### src/rtl/prga_fifo_pkg.sv
// Shared constants and helpers for the prga_fifo storage and its
// lookahead/registered-read adapter.
package prga_fifo_pkg;

   // Read-port styles selectable through the LOOKAHEAD parameter
   localparam int unsigned LA_REGISTERED  = 0;
   localparam int unsigned LA_FALLTHROUGH = 1;

   // One extra pointer bit separates the full and empty cases when the
   // index bits coincide.
   function automatic int unsigned ptr_width(input int unsigned depth_log2);
      return depth_log2 + 1;
   endfunction

endpackage

### src/rtl/prga_fifo.sv
// Synchronous FIFO with 2**DEPTH_LOG2 entries; registered-read or
// first-word-fall-through read port selected by LOOKAHEAD.
module prga_fifo import prga_fifo_pkg::*; #(
   parameter int unsigned DATA_WIDTH = 32,
   parameter int unsigned DEPTH_LOG2 = 1,
   parameter int unsigned LOOKAHEAD  = 0
) (
   input  logic                  clk,
   input  logic                  rst,
   output logic                  full,
   input  logic                  wr,
   input  logic [DATA_WIDTH-1:0] din,
   output logic                  empty,
   input  logic                  rd,
   output logic [DATA_WIDTH-1:0] dout
);

   localparam int unsigned PTR_W   = ptr_width(DEPTH_LOG2);
   localparam int unsigned ENTRIES = 2 ** DEPTH_LOG2;

   logic [DATA_WIDTH-1:0] mem_q [ENTRIES];
   logic [PTR_W-1:0]      wr_ptr_q, wr_ptr_d;
   logic [PTR_W-1:0]      rd_ptr_q, rd_ptr_d;
   logic [DEPTH_LOG2-1:0] wr_idx, rd_idx;
   logic                  wr_en, rd_en;

   assign wr_idx = wr_ptr_q[DEPTH_LOG2-1:0];
   assign rd_idx = rd_ptr_q[DEPTH_LOG2-1:0];

   // Flags come only from registered pointers
   assign empty = (rd_ptr_q == wr_ptr_q);
   assign full  = (wr_ptr_q[PTR_W-1] != rd_ptr_q[PTR_W-1]) && (wr_idx == rd_idx);

   // Full gates the write regardless of a same-cycle read
   assign wr_en = wr && !full;
   assign rd_en = rd && !empty;

   // Pointer advance, wrapping naturally at 2**PTR_W
   always_comb begin
      wr_ptr_d = wr_ptr_q;
      rd_ptr_d = rd_ptr_q;
      if (wr_en) wr_ptr_d = wr_ptr_q + PTR_W'(1);
      if (rd_en) rd_ptr_d = rd_ptr_q + PTR_W'(1);
   end

   // Pointer registers; reset discards every stored entry
   always_ff @(posedge clk) begin
      if (rst) begin
         wr_ptr_q <= '0;
         rd_ptr_q <= '0;
      end else begin
         wr_ptr_q <= wr_ptr_d;
         rd_ptr_q <= rd_ptr_d;
      end
   end

   // Storage array, deliberately left unreset
   always_ff @(posedge clk) begin
      if (wr_en) mem_q[wr_idx] <= din;
   end

   if (LOOKAHEAD == LA_REGISTERED) begin : gen_reg_read
      logic [DATA_WIDTH-1:0] dout_q;

      // Load the head on the accepting edge and hold until the next read
      always_ff @(posedge clk) begin
         if (rst)        dout_q <= '0;
         else if (rd_en) dout_q <= mem_q[rd_idx];
      end

      assign dout = dout_q;
   end else begin : gen_fwft
      // Head entry is visible combinationally; meaningless while empty
      assign dout = mem_q[rd_idx];
   end

endmodule

### config.mk
export PLATFORM = sky130hd
export DESIGN_NAME = prga_fifo
export DESIGN_NICKNAME = d
export VERILOG_FILES = /design/src/rtl/prga_fifo_pkg.sv /design/src/rtl/prga_fifo.sv
export SDC_FILE = /design/constraint.sdc
export NUM_CORES = 1
export LEC_CHECK = 0
export CORE_MARGIN = 10
export CORE_UTILIZATION = 40
export CTS_CLUSTER_SIZE = 12
export DETAILED_ROUTE_END_ITERATION = 6
export SYNTH_ARGS = -nofsm -noshare
export SYNTH_HDL_FRONTEND = slang
export SYNTH_SLANG_ARGS = --single-unit
### constraint.sdc
create_clock -name clk -period 3.35 [get_ports clk]
set_input_delay 0.67 -clock clk [delete_from_list [all_inputs] [get_ports clk]]
set_output_delay 0.67 -clock clk [all_outputs]
set_load 0.02 [all_outputs]
-- Word level (Yosys, flattened, before mapping)
Memory sizes are Yosys's and may differ from the RTL's. A register that Yosys moved wholly into a read port is not among the register bits.
Cells that the tools add are included.
- flip-flop bits (word level): 4
- memory bits (writable): 64
- output and inout bits: 34
- memories: 1
- memory list (memory ; depth ; bits a word ; rd ports ; clocked after memory_dff ; write ports ; RTL line ; RTL):
    mem_q ; 2 ; 32 ; 1 ; 1 ; 1 ; prga_fifo.sv:21 ; logic [DATA_WIDTH-1:0] mem_q [ENTRIES];
- add/subtract/negate cells: 2
- eq/ne operators: 3
- multiplexer cells: 2
- reductions and logical operators: 5
- operators by type and width (operator ; count):
    adder 2 x 1 -> 2 bit (second input constant) ; 2
    logical AND 1 bit ; 3
    == test 2 bit ; 1
    zero test 1 bit ; 2
    two-way mux 1 bit ; 2
    == test 1 bit ; 1
    != test 1 bit ; 1

-- Longest topological paths before layout
- depth after elaboration: 6
- gate-level depth with buffers: 5
- gate-level depth less buffers: 3

-- Worst setup path after synthesis
No wires, ideal clock.
- kind: in2reg
- start point: input port wr
- end point: register wr_ptr_q[1]
- setup time: 0.123 ns
- arrival: 2.798 ns
- required time: 3.227 ns
- slack: 0.429 ns
- stages: 3
- cell sequence: nand2_1 -> a21oi_1 -> mux2_2
- cells in the longest elaborated chain, start to end: 1
- RTL lines (element ; RTL line ; RTL):
    from (decl) ; prga_fifo.sv:11 ; input logic wr,
    logical AND 1 bit ; prga_fifo.sv:35 ; assign wr_en = wr && !full;
    to (signal assigned) ; prga_fifo.sv:52 ; wr_ptr_q <= wr_ptr_d;
    to (decl) ; prga_fifo.sv:22 ; logic [PTR_W-1:0] wr_ptr_q, wr_ptr_d;
Every way passes these cells.
A chain may end at the register's enable or synchronous reset.

-- Worst setup path after layout
- start point: register wr_ptr_q[0]
- end point: output port empty
- cells in the longest elaborated chain, start to end: 1
- RTL lines (element ; RTL line ; RTL):
    == test 2 bit ; prga_fifo.sv:31 ; assign empty = (rd_ptr_q == wr_ptr_q);
    to (decl) ; prga_fifo.sv:13 ; output logic empty,
Every way passes these cells.

==> out/results.ini <==
[global_routing]
gr-total-overflow = 0
grt_pass1_vias = 2354
grt_start_max_net_pins = 72
grt_first_pass_wirelength_mm = 12.0
grt_antenna_before_repair = 0
globalRouteTotalUtil_pct = 10.4

[layout]
area_delta_synth_final_pct = 26.1
layout-drive-gt1-share_pct = 17.8
seq_area_sq_mm = 0.00264
n_antenna_cell = 0
multi_input_area_sq_mm = 0.00132
finalCoreUtilization_pct = 52.0
final_nets = 374
fillers = 857

[hold_path]
hold_path_class = reg2reg
worstHoldStart = wr_ptr_q[1]
hold_depth = 2
timing.hold.worst_endpoint = rd_ptr_q[1]

[floorplanning]
rows = 36
initial_core_util_pct = 41.2
die_h_microns = 120
chip_width_microns = 120
core_area_sq_mm = 0.00977
floorplan.die_area_sq_mm = 0.0145
floorplan.io_pins = 70

[pwr]
power_density_mw_per_mm2 = 649
vdd_drop_max_mv = 0.249
cellLeakagePower_nw = 1.87

[sta]
final.hold.worst_slack_ns = 0.584
timing.setup.tns_ns = 0
grt_setup_unrepaired = no
worst_rel_slew_slack_pct = 32.1
final_min_period_over_clock_period_pct = 73.9
clock_skew_ns = 0.0104
finalSetupViolations = 0
timing.final.hold_violations = 0
finalCriticalPeriod_ns = 2.47
tightest_slew_ns = 1.01
max_freq_ghz = 0.404
final-max-slew-violation-count = 0
finalWorstSetupSlack_ns = 0.876

[synthesis]
synth.ff_latch_count = 100
yosys_warnings = 0
synth_area_per_cell_sq_um = 15.0
seq_area_frac_synth_pct = 65.6
synthDistinctLibCells = 20
syn_nets = 305
synth_cells = 269
synthesized_area_sq_mm = 0.00403

[cts]
cts_resized = 0
cts_buf_count = 9
cts.repair_timing.setup_buffer_count = 0
cts-root-buf = sky130_fd_sc_hd__clkbuf_8
clock_sinks = 100
path_clk_slew_ns = 0.08
cts-hold-fix-buffers = 0
clk_latency_ns = 0.35
cts_tree = done
cts-root-to-sink-buffers = 2
cts-htree-levels = 3

[worst_setup_path]
timing.critical_path.to_type = output pin
timing.critical_path.fanout_max = 7
required_arrival_time_at_the_worst_endpoint_ns = 2.68
crit-reg2reg-launch = wr_ptr_q[0]
worstSetupPathType = reg2out
arrival_ns = 1.80
worst_r2r_path_depth = 4
worstReg2RegEnd = dout[28]
reg2reg_setup_slack_ns = 0.99
worst_setup_path_start_kind = register
critical_path.startpoint = wr_ptr_q[0]

[detailed_routing]
drt-vias-per-instance = 4.55
drc = 0
detail_route.first_pass.iterations = 4
antenna_violating_nets_post_route = 0
vias = 2165
detail_route.wl_per_cell_microns = 15.0
routed_wirelength_mm = 7.16
detailedRoute.firstIterationViolations = 115

[place]
dp.final_hpwl_mm = 4.74
place.port_buffers = 69
gp_congestion = 0.719
dp_slack_ns = 0.925

[job]
max_cap_viol_count = 0

[run_status]
run_status = finished, final reports clean

==> flip-flops by register name, indices dropped and copies added, names as in the netlist <==
| register | count |
|---|---|
| dout | 32 |
| mem_q | 64 |
| rd_ptr_q | 2 |
| wr_ptr_q | 2 |
==> through the flow <==
stage | cell area, sq um | power [mW] | std cells
4_1_cts | 5080 | 3.35 | 476
6_report | 5080 | 3.30 | 476
2_1_floorplan | 4030 | 2.21 | 269
5_1_grt | 5080 | 3.48 | 476
3_3_place_gp | 4860 | 2.51 | 460
3_5_place_dp | 4860 | 2.53 | 460
==> routing by layer <==
metal,GRT usage [%],up-vias,wire (microns)
li1,-,1077,-
met1,11.1,1037,2920
met2,19.0,43,3810
met3,2.61,8,319
met4,4.52,0,103
met5,0,-,0
==> area by class of cell <==
type | instances | area share [%]
Clock inverter | 4 | 1.45
Tap cell | 133 | 3.28
Sequential cell | 100 | 52.0
Timing Repair Buffer | 74 | 14.5
Multi-Input combinational cell | 153 | 25.9
Clock buffer | 12 | 2.86
==> power breakdown <==
group / internal, mW / leakage [nW] / switching (mW)
clock network: 0.442 / 0.111 / 0.377
logic: 0.472 / 0.866 / 0.442
registers: 1.49 / 0.893 / 0.0677
==> cell usage after synthesis (all sizes together) <==
cell type / instances / area share [%]
mux2i: 33 / 8.2
edfxtp: 64 / 48
nand2: 2 / 0.19
mux2: 35 / 13
nor2b: 35 / 5.4
buf: 7 / 1.5
nand4: 1 / 0.16
dfxtp: 36 / 18
o21a: 1 / 0.19
xor2: 2 / 0.81
a21oi: 2 / 0.25
o21ai: 2 / 0.34
nor2: 39 / 3.6
xnor2: 1 / 0.22
clkbuf: 9 / 0.87
==> cells by family after synthesis <==
family                 after synthesis  share of synthesized area [%]
buffers and inverters               16                           2.39
AND/OR/NAND/NOR                     77                           9.41
multiplexers                        68                           20.8
AO/OA/AOI/OAI                        5                          0.777
flip-flops                         100                           65.6
XOR/XNOR                             3                           1.03
==> cell usage in the layout (no fill, tap or decap), drive strengths merged <==
cell           count
mux2              35
buf                6
edfxtp            64
clkinv             2
nand4              1
o21a               1
dfxtp             36
xor2               2
clkbuf            12
clkdlybuf4s50     68
mux2i             33
a21oi              2
o21ai              2
xnor2              1
bufinv             2
nor2              39
nand2              2
nor2b             35
==> critical path, stage by stage, from the launching register on <==
cell	delay, ns
sky130_fd_sc_hd__dfxtp_1	0.52
sky130_fd_sc_hd__xor2_2	0.31
sky130_fd_sc_hd__nor2_1	0.09
sky130_fd_sc_hd__clkdlybuf4s50_1	0.55
==> worst max-delay path by stage <==
stage / end / slack, ns
finish: empty / 0.88
global route: empty / 0.72
CTS: empty / 0.85
detailed placement: dout[28] / 0.92
global placement: dout[23] / 0.94
floorplan: wr_ptr_q[1] / 0.43
Power figures use the tool's default switching activity.
